**src/rtl/instr_fetch_buffer.sv**
```systemverilog
// instr_fetch_buffer: drives sequential instruction memory and queues PC-tagged words for decode.
module instr_fetch_buffer #(
  parameter int DEPTH = 4,
  parameter logic [31:0] PC_RESET = 32'h0
) (
  input  logic                   clock,
  input  logic                   reset,
  output logic                   next_op,
  input  logic [31:0]            instr_in,
  input  logic                   flush,
  output logic                   out_valid,
  input  logic                   out_ready,
  output logic [31:0]            out_instr,
  output logic [31:0]            out_pc,
  output logic [$clog2(DEPTH):0] count
);
  localparam int AW = $clog2(DEPTH);
  localparam logic [AW+1:0] DEPTH_W = (AW+2)'(DEPTH);
  logic            pending_q, pending_d;
  logic [31:0]     pending_pc_q, pending_pc_d;
  logic [31:0]     fetch_pc_q, fetch_pc_d;
  logic [AW-1:0]   wr_ptr_q, wr_ptr_d, rd_ptr_q, rd_ptr_d;
  logic [AW:0]     count_q, count_d;
  logic [31:0]     instr_mem_q [DEPTH];
  logic [31:0]     pc_mem_q [DEPTH];
  logic            push, pop;
  // Credit counts the in-flight word so the FIFO can never overflow; a same-cycle pop is ignored.
  always_comb begin
    next_op      = !reset && !flush && (({1'b0, count_q} + (AW+2)'(pending_q)) < DEPTH_W);
    out_valid    = !reset && (count_q != '0);
    out_instr    = out_valid ? instr_mem_q[rd_ptr_q] : '0;
    out_pc       = out_valid ? pc_mem_q[rd_ptr_q] : '0;
    push         = pending_q && !flush;
    pop          = out_valid && out_ready && !flush;
    pending_d    = next_op;
    pending_pc_d = next_op ? fetch_pc_q : pending_pc_q;
    fetch_pc_d   = next_op ? fetch_pc_q + 32'd4 : fetch_pc_q;
    wr_ptr_d     = flush ? '0 : wr_ptr_q + AW'(push);
    rd_ptr_d     = flush ? '0 : rd_ptr_q + AW'(pop);
    count_d      = flush ? '0 : count_q + (AW+1)'(push) - (AW+1)'(pop);
  end
  assign count = count_q;
  always_ff @(posedge clock) begin
    if (reset) begin
      pending_q    <= 1'b0;
      pending_pc_q <= '0;
      fetch_pc_q   <= PC_RESET;
      wr_ptr_q     <= '0;
      rd_ptr_q     <= '0;
      count_q      <= '0;
    end else begin
      pending_q    <= pending_d;
      pending_pc_q <= pending_pc_d;
      fetch_pc_q   <= fetch_pc_d;
      wr_ptr_q     <= wr_ptr_d;
      rd_ptr_q     <= rd_ptr_d;
      count_q      <= count_d;
    end
  end
  always_ff @(posedge clock) begin
    if (!reset && push) begin
      instr_mem_q[wr_ptr_q] <= instr_in;
      pc_mem_q[wr_ptr_q]    <= pending_pc_q;
    end
  end
endmodule

```
**config.mk**
```make
export PLATFORM = sky130hd
export DESIGN_NAME = instr_fetch_buffer
export DESIGN_NICKNAME = d
export VERILOG_FILES = /design/src/rtl/instr_fetch_buffer.sv
export SDC_FILE = /design/constraint.sdc
export NUM_CORES = 1
export LEC_CHECK = 0
export CORE_MARGIN = 8
export CORE_UTILIZATION = 52
export DETAILED_ROUTE_END_ITERATION = 8
export PLACE_DENSITY_LB_ADDON = 0.1
export SKIP_CTS_REPAIR_TIMING = 1
export SLEW_MARGIN = 20
export SYNTH_ARGS = -nofsm -noshare
export SYNTH_HDL_FRONTEND = slang
export SYNTH_SLANG_ARGS = --single-unit
export TNS_END_PERCENT = 100
```
**constraint.sdc**
```tcl
create_clock -name clock -period 6.1 [get_ports clock]
set_clock_uncertainty 0.05 [all_clocks]
set_input_delay 1.22 -clock clock [delete_from_list [all_inputs] [get_ports clock]]
set_output_delay 1.22 -clock clock [all_outputs]
set_load 0.02 [all_outputs]
```
## Yosys cells after proc, flatten, opt, wreduce, memory -nomap -nowiden

Memories as Yosys holds them, arrays and structs flattened. A register that Yosys moved wholly into a read port is not among the register bits.
Index checks and enable logic that the tools add are counted.

- Register bits: 72
- Bits in writable memories: 256
- Bits of input ports: 36
- Word-level logic and storage cells: 32
- Memories kept: 2

Memory list:

| memory | words | width | rd ports | clocked after memory_dff | wr ports | RTL line | text |
|---|---|---|---|---|---|---|---|
| instr_mem_q | 4 | 32 | 1 | 1 | 1 | 24 | `logic [31:0] instr_mem_q [DEPTH];` |
| pc_mem_q | 4 | 32 | 1 | 1 | 1 | 25 | `logic [31:0] pc_mem_q [DEPTH];` |

- $add $sub $neg: 6
- Order comparisons: 1
- Mux-type cells: 6
- Reduce and logical (&&, ||, !) cells: 11

Operators with widths:

| kind | number |
|---|---|
| $mux 32 | 2 |
| $add 32x3->32 const B | 1 |
| $logic_and 1x1->1 | 7 |
| $add 2x1->2 | 2 |
| $add 3x1->4 | 1 |
| $lt 4x3->1 const B | 1 |
| $mux 2 | 2 |
| $add 3x1->3 | 1 |
| $reduce_bool 3->1 | 1 |
| $sub 3x1->3 | 1 |
| $logic_not 1->1 | 2 |
| $mux 1 | 2 |
| $reduce_or 2->1 | 1 |

## Longest topological paths before layout

- Depth after elaboration: 6
- Mapped depth: 10
- Mapped depth without buffers: 8

## Least setup slack after synthesis

No wires, ideal clock.

- Path kind: input to register
- Start point: input flush
- End point: memory instr_mem_q[0][0], enable pin
- Arrival time: 5,741 ps
- Required time: 5,491 ps
- Slack: -250 ps
- Stages on the path: 3
- Cells stage by stage: nor2_2 > nand2_1 > nor3_1

- Longest elaborated chain between the ends: 5

RTL lines:

| what | RTL line | text |
|---|---|---|
| start, declared | 10 | `input logic flush,` |
| $logic_not 1->1 | 33 | `push = pending_q && !flush;` |
| $logic_and 1x1->1 | 33 |  |
| $logic_and 1x1->1 | 61 | `if (!reset && push) begin` |
| $mux 1 | 61 |  |
| $mux 1 (implied by the code) | 62 | `instr_mem_q[wr_ptr_q] <= instr_in;` |
| end, declared | 24 |  |

No other way between the ends.

## Worst setup path in the final report

- Start point: input reset
- End point: output next_op

- Longest elaborated chain between the ends: 3

RTL lines:

| what | RTL line | text |
|---|---|---|
| start, declared | 7 | `input logic reset,` |
| $logic_not 1->1 | 29 | `next_op = !reset && !flush && (({1'b0, count_q} + (AW+2)'(pending_q)) < DEPTH_W);` |
| $logic_and 1x1->1 (2 in a row) | 29 |  |
| end, declared | 8 | `output logic next_op,` |

No other way between the ends.

==> results.md <==
- The flow ran to the end, and the final reports show no timing, DRC or antenna violations.
- The number of placement rows is 56.
- The power density over cell area is around 290 nW/um^2.
- In this run, synthesis produced a sequential element count of approximately 320.
- The cell with the most instances after synthesis is edfxtp_1.
- The final setup violation count is 0.
- The share of the Yosys chip area taken by registers is 0.720.
- The tightest min-delay check is of the register to register type.
- Averaged over all synthesized cells, the footprint is about 16 sq um.
- Summed over all cells, the static leakage comes to between 4 and 5 nW.
- The upper clock frequency limit is between 0.2 and 0.25 GHz.
- During synthesis, Yosys emitted a total of 0 warnings.
- Counting along the longest clock path gives a buffer depth of 3.
- The final route contains between 6000 and 7000 vias.
- For the worst-skew pair, the clock arrives at the later sink with an insertion delay of approximately 0.55 ns.
- The kind of critical path is input pin to output port.
- The internal portion of the total power is 3.46 mW.
- The cell sitting at the root of the clock tree is a clkbuf_16.
- The biggest area contributor in the post-synthesis netlist is edfxtp_1.
- The initial cell density of the core is 0.526.
- The wire length reported by the detailed router is 24.2 mm.
- Input and output buffers added on the ports amount to about 100.
- The average routed wire per standard cell is approximately 20 um.
- Once layout is complete, the utilization of the core stands at 0.630.
- The detail route stage leaves a number of antenna-violating nets equal to 0.
- The final hold violation count is 0.
- Across all register-to-register paths, the minimum setup slack is approximately 3.3 ns.
- After floorplanning, the core was sized to cover 23300 sq um.
- The first-pass GRT wire length is between 30 and 40 mm.
- The total track usage is 0.171.
- Of the cells placed in the final design, the portion with a size suffix greater than 1 is 0.163.
- The net count of the finished layout is between 800 and 900.
- The via count of the first global-routing pass is between 7000 and 8000.
- The peak supply drop is between 0.2 and 0.25 mV.
- The post-detailed-placement cell area is 13600 sq um.
- The number of sinks handled by clock tree synthesis is around 320.
- The I/O pin total is between 100 and 150.
- The number of different library cells used by synthesis comes to 49.
- The remaining global-route overflow is 0.
- The first detailed-routing pass took 4 iterations.
- The overall power is about 4.3 mW.
- The count of mapped cells out of synthesis is between 700 and 800.
- After clock tree synthesis, the clock-pin slew on the worst setup and hold paths is about 0.060 ns.
- The headroom to the max-slew limit is 0.350.
- In the synthesized netlist the dominant register cell turns out to be edfxtp_1.
- Of the total power, combinational logic draws 0.026.
- In this run, synthesis inferred about 250 flip-flops with an integrated enable.
- The data arrival time at the worst-slack endpoint is approximately 3.3 ns.
- The finished cells cover between 10000 and 15000 sq um.
- The cell area that synthesis handed to floorplanning was 12200 sq um.
- The share of the clock period used by the worst path after layout is 0.746.
- The final weighted congestion of routability-driven global placement is about 0.8.
- Entering global routing, the biggest net connects 65 pins.
- Relative to the synthesized area, the layout overhead comes to 19.8%.
- Along the worst path, the maximum fanout reaches 57.
- The first routing iteration left 390 violations.
- The net switching component of the power is 0.829 mW.
- After detailed routing, the number of remaining DRC violations is 0.
- The floorplan step defined a die boundary enclosing between 20000 and 30000 sq um.
- For the worst setup path, the data required time is 4.83 ns.
- Setup repair after global routing left no endpoint under its margin.
- In the synthesized netlist, the cells that appear most often are edfxtp_1, nand2_1, dfxtp_1.
- The die span in x is around 170 um.
- The top cell type's share of synthesized area is 0.609.
- The async set-reset flop share out of synthesis is 0.
- STA classifies the critical path startpoint as an input pin.
- The number of antenna violations at the first check in global routing was 0.
- The switching power as a share of total power is 0.193.
- The wire-length estimate of the detail-placed layout is approximately 15 mm.
- Of the total power, the clock network draws 0.433.
- The H-tree depth is 1.
- The number of clock buffers added by TritonCTS is 31.
- TritonCTS built the clock tree.
- Yosys attributes the largest share of cell area to edfxtp_1, mux4_2, dfxtp_1, and3_1, nand2_1.
- Across the run, the number of max-cap violations was 0.
- The pin slew with the least headroom to its limit is about 1 ns.
- The sequential fraction of design power is 0.541.
- The clock period could shrink to ~4.6 ns.
- The number of slew-limit violations in the final report came to 0.
- Counting tap cells, the placed design contains a total of between 1000 and 1500 instances.
- The repair_antennas step left the layout with diodes totalling 0.
- The non-filler instance count after layout is approximately 1200.
- STA classifies the critical path endpoint as an output port.
- The height of the chip is between 150 and 200 um.
- Dividing the detail-routed via count by the number of cells gives ~5.6.
[critical path, stage by stage]
cell,delay (ns)
buf_2,0.12
buf_4,0.30
or2_1,0.36
nor3b_2,0.39
nor2_2,0.09
clkinv_1,0.15
clkdlybuf4s50_1,0.64
[power by group through the flow]
stage               Clock [mW]  Sequential (mW)  Combinational [mW]
CTS                       1.90             2.32               0.113
floorplan                    0             2.37              0.0530
global placement             0             2.37               0.110
finish                    1.86             2.32               0.112
detailed placement           0             2.37               0.112
global route              1.97             2.32               0.121
[kinds of logic after synthesis]
logic type,share of synthesized area
other,0.000307
AO/OA/AOI/OAI,0.0368
multiplexers,0.115
AND/OR/NAND/NOR,0.0897
XOR/XNOR,0.0129
flip-flops,0.720
buffers and inverters,0.0192
adder cells (fa/ha/maj),0.00573
[per-layer routing]
metal  routed length [um]  GRT usage  up-vias
met1                10500      0.216     3391
met3                 1060     0.0312       43
met5                    0          0        -
li1                     -          -     3097
met4                  603     0.0516        0
met2                12100      0.296      117
[cell usage in the layout (no fill, tap or decap), types with 4 or more instances in the layout]
cell               n
a21oi_1           44
and2_1             5
and3_1            63
buf_4             13
clkbuf_1          10
clkbuf_16         33
clkbuf_8           9
clkdlybuf4s50_1  101
clkinv_2           4
dfxtp_1           66
edfxtp_1         248
ha_1               4
inv_1              7
mux4_2            62
nand2_1           73
nand3_1           11
nand4_1            7
nor2_1            19
o21ai_0            8
o31ai_1            6
or3_1              6
or4_1              4
xnor2_1           13
xor2_1             5
[cell type report]
type,count,area (sq um)
fill,1715,8620
sequential,316,8810
timing repair buffer,117,1150
clock inverter,6,37.5
inverter,9,33.8
multi-input combinational,373,3220
clock buffer,52,987
tap,319,399
[path summary, 6_finish.rpt]
kind / from / end / cells after the start
worst max-delay path: reset / next_op / 7
worst min-delay path: pending_pc_q[3] / pending_pc_q[3] / 2
worst max register to register: count[2] / count[1] / 7
worst min register to register: pending_pc_q[3] / pending_pc_q[3] / 2
[state kept, by name, indices dropped and copies added, names as in the netlist]
register      flops
wr_ptr_q          2
pc_mem_q        120
rd_ptr_q          2
pending_q         1
instr_mem_q     128
count             3
fetch_pc_q       30
pending_pc_q     30
[per-stage QoR]
step / setup TNS [ns] / setup WS, ns / hold WS, ns
2_1_floorplan: -30.94 / -0.250 / 0.391
3_3_place_gp: 0 / 1.57 / 0.422
3_5_place_dp: 0 / 1.55 / 0.430
4_1_cts: 0 / 1.54 / 0.443
5_1_grt: 0 / 1.39 / 0.465
6_report: 0 / 1.55 / 0.442
No activity file was read; power rests on OpenSTA's default activity.
